==> config.mk <==
export PLATFORM = sky130hd
export DESIGN_NAME = wb_bus_arbiter
export DESIGN_NICKNAME = d
export VERILOG_FILES = /design/src/rtl/wb_pkg.sv /design/src/rtl/wb_watchdog.sv /design/src/rtl/wb_bus_arbiter.sv
export SDC_FILE = /design/constraint.sdc
export NUM_CORES = 1
export LEC_CHECK = 0
export ABC_AREA = 1
export CORE_AREA = 2 2 131 133
export DETAILED_ROUTE_END_ITERATION = 16
export DIE_AREA = 0 0 133 135
export PLACE_DENSITY = 0.62
export SYNTH_ARGS = -nofsm -noshare
export SYNTH_HDL_FRONTEND = slang
export SYNTH_HIERARCHICAL = 1
export SYNTH_SLANG_ARGS = --single-unit
==> constraint.sdc <==
create_clock -name clk_i -period 2.3 [get_ports clk_i]
set_clock_uncertainty 0.2 [all_clocks]
set_input_delay 0.46 -clock clk_i [delete_from_list [all_inputs] [get_ports clk_i]]
set_output_delay 0.46 -clock clk_i [all_outputs]
set_load 0.01 [all_outputs]
==> src/rtl/wb_pkg.sv <==
// Shared Wishbone definitions for the two-master arbiter: bus widths,
// arbiter state encoding and the request/response bundles used by the muxes.
package wb_pkg;

    localparam int WB_ADDR_W              = 32;
    localparam int WB_DATA_W              = 32;
    localparam int WB_SEL_W               = 4;
    localparam int DEFAULT_TIMEOUT_CYCLES = 64;

    typedef enum logic [1:0] {
        ST_IDLE = 2'd0,
        ST_GNT0 = 2'd1,
        ST_GNT1 = 2'd2
    } arb_state_e;

    typedef struct packed {
        logic [WB_ADDR_W-1:0] addr;
        logic [WB_DATA_W-1:0] dat;
        logic                 we;
        logic [WB_SEL_W-1:0]  sel;
        logic                 cyc;
        logic                 stb;
        logic                 lock;
    } wb_req_t;

    typedef struct packed {
        logic [WB_DATA_W-1:0] dat;
        logic                 ack;
        logic                 err;
        logic                 rty;
    } wb_rsp_t;

    localparam wb_rsp_t RSP_IDLE = '0;

endpackage

==> src/rtl/wb_watchdog.sv <==
// Bus watchdog: counts unanswered strobe cycles, forces a one-cycle err at the
// limit, and keeps a sticky flag plus a saturating count of forced errors.
module wb_watchdog
    import wb_pkg::*;
#(
    parameter int TIMEOUT_CYCLES = DEFAULT_TIMEOUT_CYCLES,
    parameter int ERR_CNT_W      = 8
) (
    input  logic                 clk_i,
    input  logic                 rst_i,
    input  logic                 stb_active,
    input  logic                 resp_seen,
    input  logic                 clr,
    output logic                 force_err,
    output logic                 timeout_flag,
    output logic [ERR_CNT_W-1:0] err_cnt
);

    localparam int              CNT_W    = $clog2(TIMEOUT_CYCLES);
    localparam logic [CNT_W-1:0] CNT_LAST = CNT_W'(TIMEOUT_CYCLES - 1);

    logic [CNT_W-1:0] wait_cnt;

    // A response on the limit cycle wins, so the forced err never overlaps one.
    assign force_err = stb_active && !resp_seen && (wait_cnt == CNT_LAST);

    // NOTE: non-blocking assignments so every register here samples pre-edge values.
    always_ff @(posedge clk_i) begin
        if (!rst_i) begin
            wait_cnt     <= '0;
            timeout_flag <= 1'b0;
            err_cnt      <= '0;
        end else begin
            if (!stb_active || resp_seen || force_err)
                wait_cnt <= '0;
            else
                wait_cnt <= wait_cnt + 1'b1;

            if (force_err) begin
                timeout_flag <= 1'b1;
                if (clr)
                    err_cnt <= ERR_CNT_W'(1);
                else if (err_cnt != '1)
                    err_cnt <= err_cnt + 1'b1;
            end else if (clr) begin
                timeout_flag <= 1'b0;
                err_cnt      <= '0;
            end
        end
    end

endmodule

==> src/rtl/wb_bus_arbiter.sv <==
// Two-master round-robin Wishbone arbiter with LOCK support and a watchdog
// that terminates stalled strobes with a forced err.
module wb_bus_arbiter
    import wb_pkg::*;
#(
    parameter int TIMEOUT_CYCLES = DEFAULT_TIMEOUT_CYCLES,
    parameter int ERR_CNT_W      = 8
) (
    input  logic                 clk_i,
    input  logic                 rst_i,

    input  logic [WB_ADDR_W-1:0] m0_addr_i,
    input  logic [WB_DATA_W-1:0] m0_dat_i,
    input  logic                 m0_we_i,
    input  logic [WB_SEL_W-1:0]  m0_sel_i,
    input  logic                 m0_cyc_i,
    input  logic                 m0_stb_i,
    input  logic                 m0_lock_i,
    output logic [WB_DATA_W-1:0] m0_dat_o,
    output logic                 m0_ack_o,
    output logic                 m0_err_o,
    output logic                 m0_rty_o,

    input  logic [WB_ADDR_W-1:0] m1_addr_i,
    input  logic [WB_DATA_W-1:0] m1_dat_i,
    input  logic                 m1_we_i,
    input  logic [WB_SEL_W-1:0]  m1_sel_i,
    input  logic                 m1_cyc_i,
    input  logic                 m1_stb_i,
    input  logic                 m1_lock_i,
    output logic [WB_DATA_W-1:0] m1_dat_o,
    output logic                 m1_ack_o,
    output logic                 m1_err_o,
    output logic                 m1_rty_o,

    output logic [WB_ADDR_W-1:0] s_addr_o,
    output logic [WB_DATA_W-1:0] s_dat_o,
    output logic                 s_we_o,
    output logic [WB_SEL_W-1:0]  s_sel_o,
    output logic                 s_cyc_o,
    output logic                 s_stb_o,
    output logic                 s_lock_o,
    input  logic [WB_DATA_W-1:0] s_dat_i,
    input  logic                 s_ack_i,
    input  logic                 s_err_i,
    input  logic                 s_rty_i,

    output logic [1:0]           grant_o,
    output logic                 timeout_flag_o,
    input  logic                 timeout_clr_i,
    output logic [ERR_CNT_W-1:0] err_cnt_o
);

    wb_req_t    req0, req1, req_sel;
    wb_rsp_t    rsp0, rsp1;
    arb_state_e state;
    logic       last_served;
    logic       gnt0, gnt1;
    logic       stb_active, resp_seen, force_err;

    assign req0 = '{addr: m0_addr_i, dat: m0_dat_i, we: m0_we_i, sel: m0_sel_i,
                    cyc: m0_cyc_i, stb: m0_stb_i, lock: m0_lock_i};
    assign req1 = '{addr: m1_addr_i, dat: m1_dat_i, we: m1_we_i, sel: m1_sel_i,
                    cyc: m1_cyc_i, stb: m1_stb_i, lock: m1_lock_i};

    always_ff @(posedge clk_i) begin
        if (!rst_i) begin
            state       <= ST_IDLE;
            grant_o     <= 2'b00;
            last_served <= 1'b1;
        end else begin
            case (state)
                ST_IDLE: begin
                    // On a tie the master that was not served last wins.
                    if (m0_cyc_i && (!m1_cyc_i || last_served)) begin
                        state   <= ST_GNT0;
                        grant_o <= 2'b01;
                    end else if (m1_cyc_i) begin
                        state   <= ST_GNT1;
                        grant_o <= 2'b10;
                    end
                end
                ST_GNT0: begin
                    if (!m0_cyc_i && !m0_lock_i) begin
                        state       <= ST_IDLE;
                        grant_o     <= 2'b00;
                        last_served <= 1'b0;
                    end
                end
                ST_GNT1: begin
                    if (!m1_cyc_i && !m1_lock_i) begin
                        state       <= ST_IDLE;
                        grant_o     <= 2'b00;
                        last_served <= 1'b1;
                    end
                end
                default: begin
                    state   <= ST_IDLE;
                    grant_o <= 2'b00;
                end
            endcase
        end
    end

    // Reset gates the grant decode so an aborted transfer never sees ack or err.
    assign gnt0 = rst_i && (state == ST_GNT0);
    assign gnt1 = rst_i && (state == ST_GNT1);

    always_comb begin
        req_sel = '0;
        if (gnt0)
            req_sel = req0;
        else if (gnt1)
            req_sel = req1;
    end

    assign stb_active = req_sel.cyc && req_sel.stb;
    assign resp_seen  = s_ack_i || s_err_i || s_rty_i;

    wb_watchdog #(
        .TIMEOUT_CYCLES (TIMEOUT_CYCLES),
        .ERR_CNT_W      (ERR_CNT_W)
    ) u_watchdog (
        .clk_i        (clk_i),
        .rst_i        (rst_i),
        .stb_active   (stb_active),
        .resp_seen    (resp_seen),
        .clr          (timeout_clr_i),
        .force_err    (force_err),
        .timeout_flag (timeout_flag_o),
        .err_cnt      (err_cnt_o)
    );

    // NOTE: every signal gets a default before the branches, so no latch is inferred.
    always_comb begin
        rsp0 = RSP_IDLE;
        rsp1 = RSP_IDLE;
        if (gnt0) begin
            rsp0.dat = s_dat_i;
            rsp0.ack = s_ack_i & m0_stb_i;
            rsp0.err = (s_err_i & m0_stb_i) | force_err;
            rsp0.rty = s_rty_i & m0_stb_i;
        end else if (gnt1) begin
            rsp1.dat = s_dat_i;
            rsp1.ack = s_ack_i & m1_stb_i;
            rsp1.err = (s_err_i & m1_stb_i) | force_err;
            rsp1.rty = s_rty_i & m1_stb_i;
        end
    end

    assign s_addr_o = req_sel.addr;
    assign s_dat_o  = req_sel.dat;
    assign s_we_o   = req_sel.we;
    assign s_sel_o  = req_sel.sel;
    assign s_cyc_o  = req_sel.cyc;
    assign s_stb_o  = stb_active && !force_err;
    assign s_lock_o = req_sel.lock;

    assign m0_dat_o = rsp0.dat;
    assign m0_ack_o = rsp0.ack;
    assign m0_err_o = rsp0.err;
    assign m0_rty_o = rsp0.rty;
    assign m1_dat_o = rsp1.dat;
    assign m1_ack_o = rsp1.ack;
    assign m1_err_o = rsp1.err;
    assign m1_rty_o = rsp1.rty;

endmodule

==> flow_summary.json <==
{
  "grt_max_degree": 35,
  "holdWs_ns": 0.270,
  "synth_nets": 537,
  "place_area_mm2": 0.00604,
  "tightest_slew_ns": 0.328,
  "wl_per_cell_um": 17.2,
  "yosysTopAreaCellShare_pct": 27.6,
  "clk_path_buf_depth": 2,
  "status": "finished, violations left",
  "grt_util_met3_pct": 3.68,
  "drc": 0,
  "area_growth_syn_to_layout_pct": 186,
  "cp-start-kind": "flip-flop",
  "layout_min_cycle_time_ns": 2.42,
  "gp_congestion": 0.793,
  "powerDensity_mw_per_mm2": 327,
  "crit_path_max_fanout": 3,
  "fill_cells": 1711,
  "ant_nets": 0,
  "dp_cells": 923,
  "die-area_mm2": 0.0180,
  "synth_area_leader_cell": "a22o_1",
  "grt_pass1_wl_um": 22900,
  "worst_slack_ns": -0.116,
  "slowest_stage": "dfxtp_4",
  "cp_common_cell": "inv_2",
  "cts_buffers": 3,
  "slew-limit-headroom_pct": 78.1,
  "grt-ovfl-total": 0,
  "cp-end-kind": "output port",
  "worst-r2r-setup-slack_ns": 0.28,
  "globalRoute.busiestLayer": "met2",
  "hp-class": "reg -> reg",
  "dp_hpwl_um": 13100,
  "cap_viol_max_count": 0,
  "p_leak_nw": 2.91,
  "rsz0062_at_grt": "yes",
  "min_from": "u_watchdog/timeout_flag",
  "pwr-share-comb_pct": 65.0,
  "drt_pre_antenna_iters": 5,
  "hold_depth": 2,
  "synth_flop_cell": "dfxtp_1",
  "crit_buf_inv": 7,
  "hold_viol": 0,
  "initialDrtViolationCount": 95,
  "cp.required_ns": 1.64,
  "slew_viol_final": 0,
  "rows": 47,
  "numPortBuffers": 334,
  "synth_area_per_cell_um2": 6.21,
  "cp_data_arrival_time_ns": 1.76,
  "fp.dieH_um": 135,
  "pin_count": 335,
  "cts-root-buf": "clkbuf_16",
  "ys_warn_count": 6,
  "cts_tree": "built",
  "crit_chain": "inv_4 -> nor2_4 -> nand2_4 -> clkinv_4 -> nand2_4 -> nand2_2 -> nand2_2 -> inv_2 -> inv_2 -> nor2_4 -> nand2_2 -> inv_2 -> inv_2 -> o22ai_2 -> buf_6",
  "synth_cell_types": 31,
  "max_clock_freq_mhz": 414,
  "cp_slowest_stage_delay_ns": 0.35,
  "viasPerCell": 4.05,
  "fin_crit_sh_pct": 105,
  "min_to": "u_watchdog/timeout_flag",
  "clkPwrFrac_pct": 18.8,
  "synth-edff-count": 0,
  "grt_pass1_vias": 3726,
  "internal_power_w": 0.00134,
  "fin_cells": 941,
  "failed_checks": "negative setup slack",
  "routed_wl_um": 16200,
  "track_usage_pct": 16.6,
  "setup_viol": 23,
  "drive_gt1_share_pct": 19.4,
  "antenna_found_initial": 1,
  "regArea_um2": 365,
  "synthTopCellsByCount": "82 x nor2_1, 69 x a22o_1, 58 x inv_1, 39 x nand2_1, 18 x dfxtp_1",
  "worst_r2r_endpoint": "u_watchdog/wait_cnt[5]",
  "yosysMostFrequentCell": "nor2_1",
  "syn_area_mm2": 0.00219,
  "insertion_delay_ns": 0.25,
  "clk_pin_slew_ns": 0.05,
  "multi_input_area_mm2": 0.00154,
  "peakVddDrop_mv": 0.281,
  "cts.sinks": 18,
  "num_vias": 3813,
  "crit_family": "simple AND/OR/NAND/NOR gates",
  "reg2reg_from": "state[0]",
  "critPathKind": "reg -> out",
  "ys_async_sr_fraction_pct": 0,
  "htree_levels": 1,
  "final_area_mm2": 0.00627,
  "rr_worst_depth": 15,
  "seq_power_share_pct": 16.2,
  "postSynthCellCount": 353,
  "utilization_pct": 38.2,
  "fp.coreArea_mm2": 0.0164,
  "hold_buffers": 0,
  "ys_seq_area_share_pct": 16.4,
  "synth.ff_latch_count": 18,
  "start_util_pct": 13.4,
  "switchingPower_w": 0.000713,
  "nets": 905,
  "p_sw_share_pct": 34.7,
  "synth_area_leaders": "a22o_1 28%, dfxtp_1 16%, nor2_1 14%",
  "met1_usage_pct": 19.7,
  "die_x_um": 133,
  "grt_use_met2_pct": 30.4
}
how the worst max path moves through the flow:
| stage | start | endpoint | slack, ns | cells past startpoint |
|---|---|---|---|---|
| floorplan | state[0] | m0_err_o | -0.009 | 15 |
| global placement | rst_i | m0_err_o | -0.87 | 13 |
| detailed placement | rst_i | m0_err_o | -0.89 | 15 |
| CTS | state[0] | m0_err_o | -0.10 | 15 |
| global route | state[0] | m0_err_o | -0.22 | 13 |
| finish | state[0] | m0_err_o | -0.12 | 15 |
cell usage in the layout (no fill, tap or decap), types with 3 or more instances in the layout:
master | Yosys | routed
a22o_1 | 69 | 68
nor3_1 | 4 | 4
clkdlybuf4s15_2 | 0 | 28
nand4_1 | 4 | 4
buf_6 | 2 | 5
o21ai_0 | 3 | 3
clkbuf_16 | 0 | 3
nand2_1 | 39 | 36
dlygate4sd2_1 | 0 | 44
nand3_1 | 13 | 13
inv_1 | 58 | 53
dfxtp_1 | 18 | 16
nand2_4 | 1 | 3
a21oi_1 | 10 | 10
clkdlybuf4s50_1 | 0 | 187
nor2_2 | 4 | 4
clkdlybuf4s15_1 | 0 | 52
buf_12 | 0 | 6
buf_16 | 0 | 3
nor2_1 | 82 | 82
buf_4 | 0 | 38
inv_2 | 4 | 8
buf_2 | 15 | 16
nor2_4 | 4 | 4
nand2_2 | 4 | 5
power groups by stage:
stage / Clock (W) / Sequential, W / Combinational [W]
after global routing: 0.000419 / 0.000332 / 0.00142
after global placement: 0 / 0.000336 / 0.00137
after detailed placement: 0 / 0.000336 / 0.00136
final: 0.000386 / 0.000332 / 0.00133
after CTS: 0.000402 / 0.000332 / 0.00135
after floorplan: 0 / 0.000342 / 0.000459
worst register-to-register path, delay by kind of cell, from the launching register on:
kind / cells / cell delay [ns]
simple gates: 9 / 0.94
buf+inv: 6 / 0.45
flops: 1 / 0.35
stage by stage:
| stage | TNS, ns | total power, W | worst slack, ns |
|---|---|---|---|
| 6_report | -0.336 | 0.00205 | -0.116 |
| 5_1_grt | -8.24 | 0.00217 | -0.217 |
| 4_1_cts | -0.229 | 0.00209 | -0.100 |
| 3_5_place_dp | -85.64 | 0.00170 | -0.888 |
| 3_3_place_gp | -84.66 | 0.00171 | -0.868 |
| 2_1_floorplan | -0.0187 | 0.000801 | -0.00934 |
flip-flops by register name, summed over array words and instances (netlist names):
signal,cells
last_served,1
u_watchdog/timeout_flag,1
u_watchdog/wait_cnt,6
state,2
u_watchdog/err_cnt,8
cell families (layout without fill, tap and decap cells):
family	Yosys count	count (layout)	synth area share, %
flops	18	18	16.4
other cells	0	1	0
xor+xnor	2	2	0.799
simple gates	160	160	33.5
compound gates	88	88	32.3
buf+inv	83	450	15.8
fa+ha+maj	2	2	1.14
repair_timing:
item                                    4_1_cts  5_1_grt
pin swaps                                     7        3
endpoints found under the setup margin      142       88
hold endpoints to repair                      0        0
gates resized for setup                     336        7
cloned                                        3        0
setup buffers                                 7        5
cell type report:
| cell class | instances | share of cell area (%) |
|---|---|---|
| antenna | 1 | 0.0399 |
| clock buffer | 4 | 1.42 |
| inverter | 63 | 3.89 |
| multi-input combinational | 252 | 24.5 |
| sequential | 18 | 5.83 |
| tap | 220 | 4.39 |
| timing repair buffer | 383 | 59.9 |
per-layer routing:
layer	vias up	wire length [um]
met5	-	0
met4	0	308
met3	22	1120
met2	158	8260
met1	1724	6460
li1	1909	-
Power figures use the tool's default switching activity.
